File: src/rtl/template_pkg.sv
// rtl/template_pkg.sv - state encoding and default sizes shared by the template grabber files
package template_pkg;

    typedef enum logic [1:0] {
        IDLE,
        ARMED,
        CAPTURING,
        DONE
    } tg_state_e;

    localparam int TG_TPL_W      = 16;
    localparam int TG_TPL_H      = 16;
    localparam int TG_PIX_W      = 4;
    localparam int TG_DECIM_LOG2 = 1;
    localparam int TG_COORD_W    = 10;

endpackage

File: src/rtl/tg_window_map.sv
// rtl/tg_window_map.sv - maps a live pixel coordinate onto the latched template window
module tg_window_map
    import template_pkg::*;
#(
    parameter int TPL_W      = TG_TPL_W,
    parameter int TPL_H      = TG_TPL_H,
    parameter int DECIM_LOG2 = TG_DECIM_LOG2,
    parameter int COORD_W    = TG_COORD_W,
    localparam int CW        = $clog2(TPL_W),
    localparam int RW        = $clog2(TPL_H)
) (
    input  logic               pix_valid,
    input  logic [COORD_W-1:0] pix_x,
    input  logic [COORD_W-1:0] pix_y,
    input  logic [COORD_W-1:0] box_left,
    input  logic [COORD_W-1:0] box_top,
    output logic               hit,
    output logic [CW-1:0]      col,
    output logic [RW-1:0]      row
);

    localparam int DW = COORD_W + 1;
    localparam logic [DW-1:0] SPAN_X   = DW'(TPL_W << DECIM_LOG2);
    localparam logic [DW-1:0] SPAN_Y   = DW'(TPL_H << DECIM_LOG2);
    localparam logic [DW-1:0] LOW_MASK = DW'((1 << DECIM_LOG2) - 1);

    logic [DW-1:0] dx;
    logic [DW-1:0] dy;

    // The extra top bit makes a pixel left of / above the box wrap to a huge offset, i.e. a miss
    assign dx = {1'b0, pix_x} - {1'b0, box_left};
    assign dy = {1'b0, pix_y} - {1'b0, box_top};

    assign hit = pix_valid
              && (dx < SPAN_X) && (dy < SPAN_Y)
              && ((dx & LOW_MASK) == '0) && ((dy & LOW_MASK) == '0);

    assign col = CW'(dx >> DECIM_LOG2);
    assign row = RW'(dy >> DECIM_LOG2);

endmodule

File: src/rtl/template_grabber.sv
// rtl/template_grabber.sv - template capture engine; TEMPLATE_MEAN_EN adds the tpl_mean output
module template_grabber
    import template_pkg::*;
#(
    parameter int TPL_W      = TG_TPL_W,
    parameter int TPL_H      = TG_TPL_H,
    parameter int PIX_W      = TG_PIX_W,
    parameter int DECIM_LOG2 = TG_DECIM_LOG2,
    parameter int COORD_W    = TG_COORD_W,
    localparam int CW        = $clog2(TPL_W),
    localparam int RW        = $clog2(TPL_H)
) (
    input  logic                         GCLK,
    input  logic                         reset,
    input  logic                         arm,
    input  logic                         abort,
    input  logic [COORD_W-1:0]           box_left,
    input  logic [COORD_W-1:0]           box_top,
    input  logic                         sof,
    input  logic                         eof,
    input  logic                         pix_valid,
    input  logic [COORD_W-1:0]           pix_x,
    input  logic [COORD_W-1:0]           pix_y,
    input  logic [PIX_W-1:0]             pix_data,
    output logic                         busy,
    output logic                         done,
    output logic                         tpl_valid,
    output logic                         tpl_partial,
    input  logic [CW-1:0]                rd_x,
    input  logic [RW-1:0]                rd_y,
    output logic [PIX_W-1:0]             rd_data,
    output logic [TPL_W*TPL_H*PIX_W-1:0] tpl_flat
`ifdef TEMPLATE_MEAN_EN
    ,
    output logic [PIX_W-1:0]             tpl_mean
`endif
);

    localparam int N     = TPL_W * TPL_H;
    localparam int CNT_W = $clog2(N + 1);
    localparam logic [CNT_W-1:0] FULL = CNT_W'(N);

    tg_state_e          state_q, state_d;
    logic [COORD_W-1:0] left_q, left_d;
    logic [COORD_W-1:0] top_q, top_d;
    logic [CNT_W-1:0]   count_q, count_d;
    logic               done_q, done_d;
    logic               valid_q, valid_d;
    logic               partial_q, partial_d;
    logic [PIX_W-1:0]   tpl_q [TPL_H][TPL_W];
    logic [PIX_W-1:0]   tpl_d [TPL_H][TPL_W];

    logic               hit;
    logic [CW-1:0]      col;
    logic [RW-1:0]      row;
    logic               capture;
    logic               enter_arm;
    logic               cancel;

`ifdef TEMPLATE_MEAN_EN
    localparam int SUM_W = PIX_W + $clog2(N + 1);
    localparam bit N_POW2 = (N & (N - 1)) == 0;
    logic [SUM_W-1:0] sum_q, sum_d;
    logic [PIX_W-1:0] mean_q, mean_d;
`endif

    tg_window_map #(
        .TPL_W      (TPL_W),
        .TPL_H      (TPL_H),
        .DECIM_LOG2 (DECIM_LOG2),
        .COORD_W    (COORD_W)
    ) u_map (
        .pix_valid (pix_valid),
        .pix_x     (pix_x),
        .pix_y     (pix_y),
        .box_left  (left_q),
        .box_top   (top_q),
        .hit       (hit),
        .col       (col),
        .row       (row)
    );

    always_comb begin
        state_d   = state_q;
        left_d    = left_q;
        top_d     = top_q;
        count_d   = count_q;
        done_d    = 1'b0;
        valid_d   = valid_q;
        partial_d = partial_q;
        tpl_d     = tpl_q;
        capture   = 1'b0;
        enter_arm = 1'b0;
        cancel    = 1'b0;
`ifdef TEMPLATE_MEAN_EN
        sum_d     = sum_q;
        mean_d    = mean_q;
`endif

        case (state_q)
            IDLE:      if (arm && !abort) enter_arm = 1'b1;
            ARMED: begin
                if (abort) begin
                    cancel = 1'b1;
                end else if (sof) begin
                    state_d = CAPTURING;
                    capture = 1'b1;
                end
            end
            CAPTURING: begin
                if (abort) cancel = 1'b1;
                else       capture = 1'b1;
            end
            DONE: begin
                if (abort)    cancel = 1'b1;
                else if (arm) enter_arm = 1'b1;
            end
            default:   state_d = IDLE;
        endcase

        if (enter_arm) begin
            state_d = ARMED;
            left_d  = box_left;
            top_d   = box_top;
        end
        if (cancel) state_d = IDLE;
        if (enter_arm || cancel) begin
            count_d   = '0;
            valid_d   = 1'b0;
            partial_d = 1'b0;
`ifdef TEMPLATE_MEAN_EN
            sum_d     = '0;
            mean_d    = '0;
`endif
        end

        if (capture) begin
            if (hit) begin
                tpl_d[row][col] = pix_data;
                count_d         = count_q + 1'b1;
`ifdef TEMPLATE_MEAN_EN
                sum_d           = sum_q + SUM_W'(pix_data);
`endif
            end
            // A final write coinciding with eof still counts as a complete capture
            if (count_d == FULL || eof) begin
                state_d   = DONE;
                done_d    = 1'b1;
                valid_d   = (count_d == FULL);
                partial_d = (count_d != FULL);
`ifdef TEMPLATE_MEAN_EN
                mean_d    = N_POW2 ? PIX_W'(sum_d >> $clog2(N))
                                   : PIX_W'(sum_d / SUM_W'(N));
`endif
            end
        end
    end

    always_ff @(posedge GCLK) begin
        if (reset) begin
            state_q   <= IDLE;
            left_q    <= '0;
            top_q     <= '0;
            count_q   <= '0;
            done_q    <= 1'b0;
            valid_q   <= 1'b0;
            partial_q <= 1'b0;
            tpl_q     <= '{default: '0};
`ifdef TEMPLATE_MEAN_EN
            sum_q     <= '0;
            mean_q    <= '0;
`endif
        end else begin
            state_q   <= state_d;
            left_q    <= left_d;
            top_q     <= top_d;
            count_q   <= count_d;
            done_q    <= done_d;
            valid_q   <= valid_d;
            partial_q <= partial_d;
            tpl_q     <= tpl_d;
`ifdef TEMPLATE_MEAN_EN
            sum_q     <= sum_d;
            mean_q    <= mean_d;
`endif
        end
    end

    assign busy        = (state_q == ARMED) || (state_q == CAPTURING);
    assign done        = done_q;
    assign tpl_valid   = valid_q;
    assign tpl_partial = partial_q;
    assign rd_data     = tpl_q[rd_y][rd_x];
`ifdef TEMPLATE_MEAN_EN
    assign tpl_mean    = mean_q;
`endif

    always_comb begin
        tpl_flat = '0;
        for (int r = 0; r < TPL_H; r++) begin
            for (int c = 0; c < TPL_W; c++) begin
                tpl_flat[(r*TPL_W + c)*PIX_W +: PIX_W] = tpl_q[r][c];
            end
        end
    end

endmodule

File: config.mk
export PLATFORM = sky130hd
export DESIGN_NAME = template_grabber
export DESIGN_NICKNAME = d
export VERILOG_FILES = /design/src/rtl/template_pkg.sv /design/src/rtl/tg_window_map.sv /design/src/rtl/template_grabber.sv
export SDC_FILE = /design/constraint.sdc
export NUM_CORES = 2
export LEC_CHECK = 0
export CAP_MARGIN = 25
export CELL_PAD_IN_SITES_DETAIL_PLACEMENT = 2
export CELL_PAD_IN_SITES_GLOBAL_PLACEMENT = 2
export CORE_AREA = 4 4 423 425
export CTS_BUF_LIST = sky130_fd_sc_hd__clkbuf_2
export DETAILED_ROUTE_END_ITERATION = 16
export DIE_AREA = 0 0 427 429
export GPL_TIMING_DRIVEN = 0
export PLACE_DENSITY = 0.79
export SLEW_MARGIN = 5
export SYNTH_ARGS = -nofsm -noshare
export SYNTH_HDL_FRONTEND = slang
export SYNTH_SLANG_ARGS = --single-unit
File: constraint.sdc
create_clock -name GCLK -period 5.27 [get_ports GCLK]
set_input_delay 1.054 -clock GCLK [delete_from_list [all_inputs] [get_ports GCLK]]
set_output_delay 1.054 -clock GCLK [all_outputs]
set_load 0.01 [all_outputs]
After elaboration in Yosys (flattened, before gate mapping). Cells that the tools add are included.

Add/subtract/negate cells: 3. Multiply operators: 0. Divide/modulo/power cells: 0. Order comparisons: 8. Equality and inequality tests: 5. Shifts and indexed selects: 0. Muxes and demuxes: 39. Bitwise operators: 5. Reduce and logical (&&, ||, !) cells: 17.

Operator list (count): $bwmux 1024 (1); $bmux 64 s4 (1); $demux 64 s4 (1); $mux 64 (3); $mux 9 (4); $logic_not 11->1 (2); $lt 11x6->1 const B (2); $sub 10x10->11 (2); $ge 5x5->1 const B (4); $not 4->5 (4); $bmux 4 s4 (1); $demux 4 s4 (1); $mux 1 (15); $mux 2 (7); $mux 4 (3); $lt 5x1->1 const B (2); $add 9x1->9 const B (1); $eq 9x9->1 const B (1); $ne 9x9->1 const B (1); $logic_and 1x1->1 (7); $eq 2x2->1 const B (2); $pmux 1 s2 (2); $logic_or 1x1->1 (3); $reduce_or 3->1 (1); 6 further kinds (6).

Register bits: 1058. Bits in latches: 0. Bits in writable memories: 0. Memory bits (read-only): 0. Output and inout port bits: 1032. Word-level logic and storage cells: 340. Memories: 0.

Longest topological paths before layout.
Depth in word-level cells: 12. Mapped depth: 14.

Hierarchy. A second synthesis with hierarchy kept.

Cell total of the unflattened synthesis: 6048. Area, all modules: 49149.6 sq um.

Modules (own cells, without submodules): template_grabber (instances 1, cells an instance 5921, area an instance 48212.5 sq um, sequential area each 21180.3 sq um); tg_window_map (instances 1, cells an instance 127, area an instance 937.1 sq um, sequential area each 0.0 sq um).

Least setup slack after synthesis. Ideal clock, no wire load.

Path kind: input -> output. Start point: input rd_y[1]. End point: output rd_data[0]. Data arrival time: 4150 ps. Path slack: 66 ps. Cell stages on the path: 9. Path buffers: 4. Cells stage by stage: clkbuf_1 -> clkbuf_1 -> buf_1 -> clkbuf_1 -> mux4_2 -> mux4_2 -> a221oi_1 -> nor3_1 -> or4_1.

Longest elaborated chain between the ends: 7.

Ends and longest elaborated chain: start: declaration (RTL line template_grabber.sv:30) `input logic [RW-1:0] rd_y,`; $not 4->5 (implied by the code) (RTL line template_grabber.sv:193) `assign rd_data = tpl_q[rd_y][rd_x];`; $bmux 64 s4 (RTL line template_grabber.sv:193); $mux 64 (implied by the code) (2 in series) (RTL line template_grabber.sv:193); $bmux 4 s4 (RTL line template_grabber.sv:193); $mux 4 (implied by the code) (2 in series) (RTL line template_grabber.sv:193); end: declaration (RTL line template_grabber.sv:31) `output logic [PIX_W-1:0] rd_data,`.

Every way passes these cells. The select of a mux whose other input is x is not followed.

Final worst setup path.
Start point: input rd_y[0]. End point: output rd_data[2].

The elaborated chain is that of the path after synthesis.

==> impl_metrics.tcl <==
set metrics [dict create \
    outcome "complete, but fails checks" \
    violations "negative setup slack" \
    synthTopCellsByCount "dfxtp_1, nand2b_1, mux2i_1, mux4_2, clkbuf_1" \
    cp-end-kind "output port" \
    drv_cap 0 \
    cp_top_family "buffers and inverters" \
    antenna_left 0 \
    critPathMaxStageDelay_ns 0.53 \
    drive_above_1_share 0.1811 \
    crit_type "input pin to output port" \
    worst_slack_ns -0.5897 \
    synth_warnings 0 \
    wl_per_cell_um 41.25 \
    syn-num-nets 4550 \
    antenna_found_initial 76 \
    leakagePower_nw 31.57 \
    synth_edf_count 0 \
    yosysMostFrequentCell "dfxtp_1" \
    grt_usage 0.3712 \
    grt_max_degree 17 \
    ctsRootBufferMaster "clkbuf_2" \
    synthCells 4463 \
    critPathLaunchType "input pin" \
    hold_viol 0 \
    totalWireLength_mm 352.3 \
    dieHeight_um 429 \
    worst_pin_slew_ns 1.340 \
    syn_area_um2 51040 \
    power_density_nw_per_um2 237.8 \
    ys_seq_elements 1058 \
    core_um2 175300 \
    crit_top_cell "buf_6" \
    final_cell_area_um2 69110 \
    synth.area.top_cells "dfxtp_1, mux2i_1, mux4_2, nand2b_1, clkbuf_1" \
    clock_sinks 1058 \
    drt_iter0_drc 5231 \
    htreeDepth 5 \
    crit_chain "clkbuf_1, buf_6, buf_6, buf_6, buf_2, mux4_2, mux4_2, a22oi_2, a21oi_1, or4_1, buf_6" \
    drc 0 \
    hpwlAfterDp_mm 280.5 \
    clkLatencyLatePin_ns 1.95 \
    clockBufferDepth 4 \
    cpMaxStageDelayCell "or4_1" \
    holdCritPathClass "input pin to flop" \
    grt_pass1_vias 48870 \
    grt_pass1_wl_mm 460.2 \
    clkTransAtPathRegs_ns 0.10 \
    grt.overflow.total 0 \
    initial_core_util 0.2911 \
    fin_nets 6046 \
    synth-seq-area-share 0.4150 \
    post_drt_via_cell_ratio 5.596 \
    port_buffers 1085 \
    vdd_drop_max_uv 221.4 \
    cts_buffers 324 \
    vias 47790 \
    finalSetupTns_ns -2.160 \
    min_period_over_period 1.112 \
    hold_ws_ns 0.2997 \
    clock.fmax_mhz 170.7 \
    gp_congestion 0.9849 \
    finalSetupViolCount 4 \
    crit_fanout 10 \
    rsz0062_at_grt "yes" \
    place_area_um2 65640 \
    rows 154 \
    synthDominantCellAreaShare 0.4150 \
    dr.pass1.iters 6 \
    slew_headroom 0.1067 \
    synth_top_area_cell "dfxtp_1" \
    die_area_um2 183200 \
    postSynthAreaPerCell_um2 11.44 \
    area_growth_pct 35.40 \
    finClkSkew_ns 0.1756 \
    ys_types 63 \
    dominantRegCellSynth "dfxtp_1" \
    slew_viol_final 0 \
    crit_required_ns 4.22 \
    path_buf_inv 6 \
    cts_tree "done" \
    fin_crit_ns 5.860 \
    synth_async_sr_flop_share 0 \
    crit_arrival_ns 4.81 \
    fp.dieW_um 427 \
    ioPinCount 1091 \
]
-- kinds of logic after synthesis --
group / synth area share
flops: 0.4150
fa+ha+maj: 0.007158
simple gates: 0.1806
buf+inv: 0.03172
compound gates: 0.02030
xor+xnor: 0.002403
mux: 0.3429
-- routing by layer --
metal | vias up | GRT usage | wire length, um
li1 | 18830 | - | -
met3 | 915 | 0.09942 | 31260
met5 | - | 0 | 160
met4 | 24 | 0.2526 | 29750
met2 | 2903 | 0.5711 | 155300
met1 | 25110 | 0.4521 | 135800
-- path summary, 6_finish.rpt --
kind | depth (start not counted) | from | slack, ns | to
setup / recovery | 11 | rd_y[0] | -0.59 | rd_data[2]
hold / removal | 4 | box_left[4] | 0.30 | left_q[4]
setup reg to reg | 13 | left_q[0] | 0.49 | tpl_flat[118]
hold reg to reg | 2 | left_q[7] | 0.46 | left_q[7]
-- metrics by stage --
step,std cells,setup slack (ns),power (mW),util
global route,8524,-0.5695,16.94,0.3939
detailed placement,7941,-2.537,9.891,0.3743
finish,8539,-0.5897,16.43,0.3941
global placement,7888,-3.723,9.803,0.3697
CTS,8510,-0.6231,16.42,0.3934
floorplan,4463,0.06596,9.012,-
-- worst min-delay path: cells and delay by family --
family | cells | cell delay (ns)
and+or+nand+nor | 1 | 0.06
AOI/OAI and AO/OA | 1 | 0.06
buffers and inverters | 2 | 0.95
-- final cells by class --
| cell class | count | area, um^2 |
|---|---|---|
| timing repair buffer | 1170 | 11930 |
| buffer | 353 | 1717 |
| clock buffer | 469 | 2347 |
| fill | 18520 | 106200 |
| sequential | 1058 | 21220 |
| multi-input combinational | 3021 | 28420 |
| antenna | 26 | 65.06 |
| clock inverter | 71 | 354.1 |
| inverter | 31 | 116.4 |
| tap | 2340 | 2928 |
-- placed cells by master, fill, tap and decap left out, drive strengths merged, types with 5 or more instances in the layout --
master / n
buf: 129
xnor2: 7
xor2: 7
nand3: 11
nand2: 330
ha: 26
a21oi: 50
and3: 5
nand2b: 1039
a211oi: 7
mux4: 320
diode: 26
a21o: 8
nor2b: 8
clkinv: 63
o21a: 9
nor3: 15
dlygate4sd3: 25
mux2i: 1026
a221oi: 6
clkbuf: 757
clkdlybuf4s50: 1081
o21ai: 14
inv: 36
nor2: 33
a22o: 5
dfxtp: 1058
a22oi: 24
nor4: 19
-- where the power goes --
group          switching [mW]  total [mW]  internal [mW]
clock                    4.18        6.67           2.49
combinational            1.25        1.76          0.509
sequential            0.00632        8.00           8.00
-- repair_timing --
action / in CTS / in global routing
hold endpoints to repair: 26 / 0
endpoints found under the setup margin: 4 / 4
buffers inserted: 4 / 0
pin swaps: 10 / 2
cloned: 0 / 0
hold buffers: 25 / 0
gates resized for setup: 137 / 15
-- flip-flops by register name, summed over array words and instances, names as in the netlist --
register	count
tpl_partial	1
done	1
tpl_flat	1024
state_q	2
count_q	9
tpl_valid	1
top_q	10
left_q	10
Power figures use the tool's default switching activity.
